File: src/rtl/spi_host.sv
// spi_host -- single-byte SPI master, mode 0 (CPOL=0, CPHA=0), MSB first.
//
// A byte is started with start_strobe; tx_data and hold are captured at that
// moment. Each bit occupies 2*CLOCKS_PER_HALF_BIT clk cycles: SCK low, then
// SCK high. MISO is captured on the clk edge that raises SCK. After the eighth
// bit the received byte is published on rx_data with a one-cycle rx_strobe.
// With hold=1 the host parks in HOLD with CS still asserted, so a following
// byte continues the same transfer. With hold=0 it runs a TEARDOWN/GAP tail
// before returning to IDLE.
//
// Ports:
//   clk            system clock, rising edge
//   reset          synchronous, active-low
//   tx_data[7:0]   byte to send, captured with an accepted start_strobe
//   hold           captured with start_strobe; 1 = keep CS low after the byte
//   start_strobe   one-cycle start request (ignored while busy)
//   release_strobe one-cycle request to leave HOLD (ignored elsewhere)
//   busy           1 while a start_strobe would be ignored
//   rx_data[7:0]   last received byte
//   rx_strobe      one-cycle pulse when rx_data updates
//   spi_sck / spi_cs (active-low) / spi_mosi / spi_miso
// Every output comes straight from a flop.
module spi_host #(
  parameter int unsigned CLOCKS_PER_HALF_BIT = 4
) (
  input  logic       clk,
  input  logic       reset,
  input  logic [7:0] tx_data,
  input  logic       hold,
  input  logic       start_strobe,
  input  logic       release_strobe,
  output logic       busy,
  output logic [7:0] rx_data,
  output logic       rx_strobe,
  output logic       spi_sck,
  output logic       spi_cs,
  output logic       spi_mosi,
  input  logic       spi_miso
);

  typedef enum logic [2:0] {
    IDLE       = 3'd0,
    SHIFT_LOW  = 3'd1,
    SHIFT_HIGH = 3'd2,
    HOLD       = 3'd3,
    TEARDOWN   = 3'd4,
    GAP        = 3'd5
  } state_e;

  // Reload value of the half-period down-counter.
  localparam logic [7:0] HALF_LAST = 8'(CLOCKS_PER_HALF_BIT - 1);

  state_e     state_q, state_d;
  logic [7:0] half_cnt_q, half_cnt_d;
  logic [2:0] bit_cnt_q, bit_cnt_d;
  logic [7:0] tx_sh_q, tx_sh_d;
  logic [7:0] rx_sh_q, rx_sh_d;
  logic       hold_q, hold_d;
  logic [7:0] rx_data_q, rx_data_d;
  logic       rx_strobe_q, rx_strobe_d;
  logic       sck_q, sck_d;
  logic       cs_q, cs_d;
  logic       mosi_q, mosi_d;
  logic       busy_q, busy_d;

  always_comb begin
    state_d     = state_q;
    half_cnt_d  = half_cnt_q;
    bit_cnt_d   = bit_cnt_q;
    tx_sh_d     = tx_sh_q;
    rx_sh_d     = rx_sh_q;
    hold_d      = hold_q;
    rx_data_d   = rx_data_q;
    rx_strobe_d = 1'b0;
    sck_d       = sck_q;
    cs_d        = cs_q;
    mosi_d      = mosi_q;
    busy_d      = busy_q;

    case (state_q)
      IDLE, HOLD: begin
        // Start wins over release when both arrive in HOLD; CS never
        // deasserts between held bytes.
        if (start_strobe) begin
          state_d    = SHIFT_LOW;
          tx_sh_d    = tx_data;
          hold_d     = hold;
          bit_cnt_d  = 3'd7;
          half_cnt_d = HALF_LAST;
          cs_d       = 1'b0;
          sck_d      = 1'b0;
          mosi_d     = tx_data[7];
          busy_d     = 1'b1;
        end else if (state_q == HOLD && release_strobe) begin
          state_d    = TEARDOWN;
          half_cnt_d = HALF_LAST;
          busy_d     = 1'b1;
        end
      end
      SHIFT_LOW: begin
        if (half_cnt_q == 8'd0) begin
          // This edge raises SCK, so it is also the MISO sample point.
          state_d    = SHIFT_HIGH;
          sck_d      = 1'b1;
          half_cnt_d = HALF_LAST;
          rx_sh_d    = {rx_sh_q[6:0], spi_miso};
        end else begin
          half_cnt_d = half_cnt_q - 8'd1;
        end
      end
      SHIFT_HIGH: begin
        if (half_cnt_q == 8'd0) begin
          sck_d      = 1'b0;
          half_cnt_d = HALF_LAST;
          if (bit_cnt_q != 3'd0) begin
            // Next bit goes out on the same edge that drops SCK.
            state_d   = SHIFT_LOW;
            bit_cnt_d = bit_cnt_q - 3'd1;
            tx_sh_d   = {tx_sh_q[6:0], 1'b0};
            mosi_d    = tx_sh_q[6];
          end else begin
            rx_data_d   = rx_sh_q;
            rx_strobe_d = 1'b1;
            mosi_d      = 1'b0;
            if (hold_q) begin
              state_d = HOLD;
              busy_d  = 1'b0;
            end else begin
              state_d = TEARDOWN;
            end
          end
        end else begin
          half_cnt_d = half_cnt_q - 8'd1;
        end
      end
      TEARDOWN: begin
        mosi_d = 1'b0;
        if (half_cnt_q == 8'd0) begin
          state_d    = GAP;
          cs_d       = 1'b1;
          half_cnt_d = HALF_LAST;
        end else begin
          half_cnt_d = half_cnt_q - 8'd1;
        end
      end
      GAP: begin
        if (half_cnt_q == 8'd0) begin
          state_d = IDLE;
          busy_d  = 1'b0;
        end else begin
          half_cnt_d = half_cnt_q - 8'd1;
        end
      end
      default: state_d = IDLE;
    endcase
  end

  always_ff @(posedge clk) begin
    if (!reset) begin
      state_q     <= IDLE;
      half_cnt_q  <= 8'd0;
      bit_cnt_q   <= 3'd0;
      tx_sh_q     <= 8'd0;
      rx_sh_q     <= 8'd0;
      hold_q      <= 1'b0;
      rx_data_q   <= 8'h00;
      rx_strobe_q <= 1'b0;
      sck_q       <= 1'b0;
      cs_q        <= 1'b1;
      mosi_q      <= 1'b0;
      busy_q      <= 1'b0;
    end else begin
      state_q     <= state_d;
      half_cnt_q  <= half_cnt_d;
      bit_cnt_q   <= bit_cnt_d;
      tx_sh_q     <= tx_sh_d;
      rx_sh_q     <= rx_sh_d;
      hold_q      <= hold_d;
      rx_data_q   <= rx_data_d;
      rx_strobe_q <= rx_strobe_d;
      sck_q       <= sck_d;
      cs_q        <= cs_d;
      mosi_q      <= mosi_d;
      busy_q      <= busy_d;
    end
  end

  assign busy      = busy_q;
  assign rx_data   = rx_data_q;
  assign rx_strobe = rx_strobe_q;
  assign spi_sck   = sck_q;
  assign spi_cs    = cs_q;
  assign spi_mosi  = mosi_q;

endmodule

File: config.mk
export PLATFORM = sky130hd
export DESIGN_NAME = spi_host
export DESIGN_NICKNAME = d
export VERILOG_FILES = /design/src/rtl/spi_host.sv
export SDC_FILE = /design/constraint.sdc
export NUM_CORES = 1
export LEC_CHECK = 0
export BUFFER_PORTS_ARGS = -buffer_cell sky130_fd_sc_hd__buf_2
export CAP_MARGIN = 0
export CORE_ASPECT_RATIO = 2
export CORE_MARGIN = 2
export CORE_UTILIZATION = 54
export CTS_CLUSTER_SIZE = 25
export DETAILED_ROUTE_END_ITERATION = 10
export PLACE_DENSITY = 0.86
export SLEW_MARGIN = 30
export SYNTH_ARGS = -nofsm -noshare
export SYNTH_HDL_FRONTEND = slang
export SYNTH_SLANG_ARGS = --single-unit
export TNS_END_PERCENT = 20
File: constraint.sdc
create_clock -name clk -period 4.66 [get_ports clk]
set_input_delay 0.699 -clock clk [delete_from_list [all_inputs] [get_ports clk]]
set_output_delay 0.699 -clock clk [all_outputs]
set_load 0.005 [all_outputs]
* After elaboration in Yosys (flattened, before gate mapping) *
Cells that the tools add are included.

storage, ports and cells
  logic and storage cells = 91
  register bits = 43

operators by class
  mux-type cells = 38
  equality and inequality tests = 15
  reductions and logical operators = 23
  bitwise operators = 1
  add/subtract/negate cells = 2

operator list
  cell                   count
  $mux W3                11
  $mux W8                4
  $pmux W8 S3            1
  $mux W7                3
  $ne A2 B2 Y1 const B   9
  $pmux W3 S5            1
  $reduce_and A3 Y1      5
  $reduce_bool A3 Y1     5
  $pmux W7 S2            1
  $mux W1                12
  $pmux W1 S3            3
  $logic_not A8 Y1       1
  $reduce_and A4 Y1      2
  $sub A8 B1 Y8 const B  1
  $eq A3 B2 Y1 const B   2
  $eq A3 B3 Y1 const B   2
  $pmux W3 S2            1
  $reduce_and A6 Y1      1
  $reduce_and A5 Y1      1
  $reduce_and A2 Y1      2
  $reduce_bool A2 Y1     2
  $eq A3 B1 Y1 const B   1
  $logic_not A3 Y1       1
  $ne A3 B3 Y1 const B   1
  other kinds (6)        6

* Logic depth before layout (Yosys ltp) *
  word-level depth = 5
  depth in mapped cells = 8
  gate-level depth less buffers = 7

* Least setup slack after synthesis *
OpenSTA, ideal clock, no wires.

  kind = reg2reg
  start = register bit_cnt_q[0]
  end = register bit_cnt_q[2]
  slack = 2.902 ns
  required time = 4.590 ns
  data arrival time = 1.688 ns
  buffers on the path = 0
  library setup time = 0.070 ns
  stages on the path, launching flop included = 8
  cell sequence = dfxtp_1 inv_1 ha_1 nor2b_1 or3_4 a21o_1 or3_1 a21oi_1

on the way
  longest elaborated chain between the ends = 4
  elaborated cells on any way between the ends = 7

RTL lines
  item                    line  text
  from (decl)             55    logic [2:0] bit_cnt_q, bit_cnt_d;
  from (signal assigned)  175   bit_cnt_q <= bit_cnt_d;
  $sub A3 B1 Y3           118   bit_cnt_d = bit_cnt_q - 3'd1;
  $mux W3                 115   if (bit_cnt_q != 3'd0) begin
  $mux W3                 112   if (half_cnt_q == 8'd0) begin
  $pmux W3 S2             80    case (state_q)

Parallel ways exist; a longest one is shown, timed or not. The select of a mux whose other input is x is not followed.
A chain may end at the register's enable or synchronous reset.

* Final worst setup path *
  start = register state_q[2]
  end = register rx_data_q[0], in the netlist rx_data[0]

on the way
  longest elaborated chain between the ends = 2

RTL lines
  item                         line  text
  from (decl)                  53    state_e state_q, state_d;
  from (signal assigned)       173   state_q <= state_d;
  $eq A3 B2 Y1                 80
  $reduce_and A3 Y1 (no line)  --
  to (signal assigned)         179   rx_data_q <= rx_data_d;
  to (decl)                    59    logic [7:0] rx_data_q, rx_data_d;

Every way passes these cells.

==> results.py <==
metrics = {
    "outcome": {
        "run_status": "finished, final reports clean",
    },
    "routing": {
        "drcViolationCount": 0,
        "drt-wirelength-per-cell_um": 14.2,
        "detailroute.via_count": 1839,
        "postRouteWirelength_um": 4550,
        "antenna_violating_nets_post_route": 0,
        "via_per_inst": 5.75,
        "detail_route.iter0.violations": 60,
        "drt_pass1_iterations": 5,
    },
    "job": {
        "maxCapViolCount": 0,
    },
    "min_path": {
        "hold_wc_startpoint": "rx_sh_q[7]",
        "hold_path.class": "reg2reg",
        "worstHoldEndpoint": "rx_sh_q[7]",
        "whs_path_depth": 2,
    },
    "power_and_ir_drop": {
        "vdd_drop_max_mv": 0.543,
        "power_density_nw_per_um2": 635,
        "p_leak_nw": 1.02,
    },
    "synth": {
        "synth.lib_cells_used.distinct": 47,
        "syn_inst": 246,
        "synth.yosys.warnings": 0,
        "synth.cell_area_um2": 2070,
        "postSynth.asyncResetShare_pct": 0,
        "dominantRegCellSynth": "sky130_fd_sc_hd__dfxtp_1",
        "synth-seq-cells": 43,
        "synth_edf_count": 0,
        "syn_avg_cell_area_um2": 8.41,
        "synthesis.nets": 264,
        "seq_area_frac_synth_pct": 41.6,
    },
    "sta": {
        "final.setup_skew_ns": 0.0145,
        "timing.fmax_mhz": 461,
        "slew_viol_final": 0,
        "actual_slew_at_the_worst_max_slew_pin_ns": 0.732,
        "final_hold_viol_count": 0,
        "final.period_utilization_pct": 46.6,
        "final_setup_viols": 0,
        "worst_slew_margin_relative_to_its_limit_pct": 50.9,
        "timing.final.crit_period_ns": 2.17,
        "rsz0062_at_grt": "false",
        "tns_ns": 0,
    },
    "worst_setup_path": {
        "worstReg2RegEnd": "rx_data[0]",
        "worstPathArrival_ns": 2.33,
        "setup.worst_path.end_class": "flip-flop",
        "worst-setup-path-type": "reg2reg",
        "critical_path.startpoint_type": "flip-flop",
        "cp.required_ns": 4.82,
        "r2r_cells": 6,
        "reg2reg_launch_point": "state_q[2]",
        "r2r_setup_slack_ns": 2.49,
        "critical_path.max_fanout": 17,
    },
    "grt": {
        "largest_net_degree_at_the_start_of_global_routing": 28,
        "total_grt_usage_pct": 23.7,
        "grt_remaining_overflow": 0,
        "initial_antenna_violation_count": 0,
        "global_route_wire_length_before_repair_um": 7720,
        "first_global_vias": 1842,
    },
    "finish": {
        "syn_to_final_growth_pct": 12.1,
        "post_route_cells_drive_above_1_share_pct": 16.6,
        "final_net_count": 288,
        "insertedDiodeCount": 0,
        "layout_common_cells": "43 x sky130_fd_sc_hd__dfxtp_1, 31 x sky130_fd_sc_hd__nand2_1, 26 x sky130_fd_sc_hd__nor2_1, 26 x sky130_fd_sc_hd__buf_2, 18 x sky130_fd_sc_hd__a21oi_1",
        "stdcell_area_um2": 2320,
        "postLayoutCoreUtil_pct": 63.6,
        "most_common_library_cell_in_the_layout_ignoring_fill_and_taps": "sky130_fd_sc_hd__dfxtp_1",
    },
    "place": {
        "gp_routability_congestion": 0.906,
        "dpl-instance-area_um2": 2230,
        "place.port_buffers": 26,
        "dp.final_hpwl_um": 3310,
    },
    "floorplan": {
        "area_inside_the_core_boundary_um2": 3650,
        "placement_rows": 31,
        "fp.dieW_um": 47.8,
        "design.portCount": 27,
        "die_footprint_um2": 4370,
        "die-height_um": 91.6,
        "floorplan.initialDensity_pct": 56.8,
    },
    "clock_tree": {
        "clk_slew_on_worst_s_h_paths_ns": 0.09,
        "tritoncts": "yes",
        "max-clock-path-buffers": 2,
        "post_cts_buffers": 0,
        "cts.hold.buffers_added": 0,
        "cts_root_buffer": "sky130_fd_sc_hd__clkbuf_8",
        "ctsHtreeMaxLevel": 2,
        "clock_latency_ns": 0.30,
        "ctsResizeCount": 0,
        "clkSinkCount": 43,
        "cts_buffers": 5,
    },
}
[stage by stage]
| step | instances | setup WS, ns | power [mW] | hold slack, ns |
|---|---|---|---|---|
| floorplan | 246 | 2.90 | 1.07 | 0.432 |
| global placement | 312 | 2.47 | 1.20 | 0.449 |
| detailed placement | 312 | 2.48 | 1.23 | 0.453 |
| CTS | 320 | 2.51 | 1.47 | 0.465 |
| global route | 320 | 2.28 | 1.59 | 0.492 |
| finish | 320 | 2.49 | 1.47 | 0.460 |
[cell families (layout without fill, tap and decap cells)]
group | count (synthesis) | count (layout) | synth area share [%]
and+or+nand+nor | 106 | 106 | 25.3
DFF | 43 | 43 | 41.6
buffers and inverters | 18 | 43 | 3.51
muxes | 14 | 14 | 6.77
adders and majority gates | 4 | 4 | 2.42
xor gates and xnor gates | 7 | 7 | 2.96
AOI/OAI and AO/OA | 54 | 54 | 17.4
[cell usage after synthesis (2+ instances only)]
cell type	number	area share, %
sky130_fd_sc_hd__o21ai_0	11	2.7
sky130_fd_sc_hd__o21bai_1	2	0.73
sky130_fd_sc_hd__nand4_1	4	1.2
sky130_fd_sc_hd__xnor2_1	2	0.85
sky130_fd_sc_hd__and3b_1	2	0.85
sky130_fd_sc_hd__dfxtp_1	43	42
sky130_fd_sc_hd__a31oi_1	3	0.91
sky130_fd_sc_hd__inv_1	6	1.1
sky130_fd_sc_hd__nand4b_1	2	0.85
sky130_fd_sc_hd__nand2_1	31	5.6
sky130_fd_sc_hd__a21o_1	2	0.73
sky130_fd_sc_hd__nor2_1	26	4.7
sky130_fd_sc_hd__mux2i_1	14	6.8
sky130_fd_sc_hd__a21oi_1	18	4.4
sky130_fd_sc_hd__ha_1	4	2.4
sky130_fd_sc_hd__or3_1	2	0.60
sky130_fd_sc_hd__nand3_1	14	3.4
sky130_fd_sc_hd__clkbuf_1	6	1.1
sky130_fd_sc_hd__buf_2	4	0.97
sky130_fd_sc_hd__nor3_1	5	1.2
sky130_fd_sc_hd__xor2_1	5	2.1
sky130_fd_sc_hd__a22oi_1	2	0.73
sky130_fd_sc_hd__nor2b_1	3	0.91
sky130_fd_sc_hd__nand2b_1	3	0.91
sky130_fd_sc_hd__nor3_2	2	0.97
sky130_fd_sc_hd__and3_1	4	1.2
sky130_fd_sc_hd__o211a_1	6	2.9
[state kept, by name (all words and copies together), names as in the netlist, 3 cells and up]
name        count
rx_sh_q         8
half_cnt_q      8
rx_data         8
tx_sh_q         7
bit_cnt_q       3
state_q         3
[report_power, final]
part | total [mW] | switching [mW] | leakage [nW] | internal (mW)
registers | 0.555 | 0.0998 | 0.351 | 0.455
logic | 0.674 | 0.407 | 0.623 | 0.267
clock network | 0.244 | 0.137 | 0.0443 | 0.107
[worst max-delay path by stage]
stage                             from       endpoint  slack (ns)  cells past startpoint
after floorplan           bit_cnt_q[0]   bit_cnt_q[2]        2.90                      7
after global routing        state_q[2]     rx_data[5]        2.28                      6
after CTS                   state_q[2]     rx_data[7]        2.51                      6
after global placement           reset  half_cnt_q[2]        2.47                      4
final                       state_q[2]     rx_data[0]        2.49                      6
after detailed placement         reset  half_cnt_q[5]        2.48                      4
[per-layer routing]
| layer | vias to the layer above | global-route usage (%) | part of all wire (%) |
|---|---|---|---|
| li1 | 918 | - | - |
| met1 | 860 | 27.2 | 39 |
| met4 | 0 | 13.1 | 2.3 |
| met3 | 12 | 4.77 | 4.5 |
| met2 | 49 | 38.2 | 54 |
| met5 | - | 0 | 0 |
[cell type report]
class,instances,area [um^2]
clock buffers,5,68.8
clock inverters,3,25.0
fillers,353,1330
inverters,8,30.0
multi-input cells,185,1140
flip-flops and latches,43,861
well taps,49,61.3
repair buffers,27,138
[worst max-delay path, cell delays in order (launching register included)]
cell and delay, ns:
sky130_fd_sc_hd__dfxtp_1 0.50, sky130_fd_sc_hd__nor2_1 0.34, sky130_fd_sc_hd__nand2_1 0.38, sky130_fd_sc_hd__nor3_1 0.31
sky130_fd_sc_hd__buf_4 0.25, sky130_fd_sc_hd__mux2i_1 0.20, sky130_fd_sc_hd__nor2_1 0.05
Power figures use the tool's default switching activity.
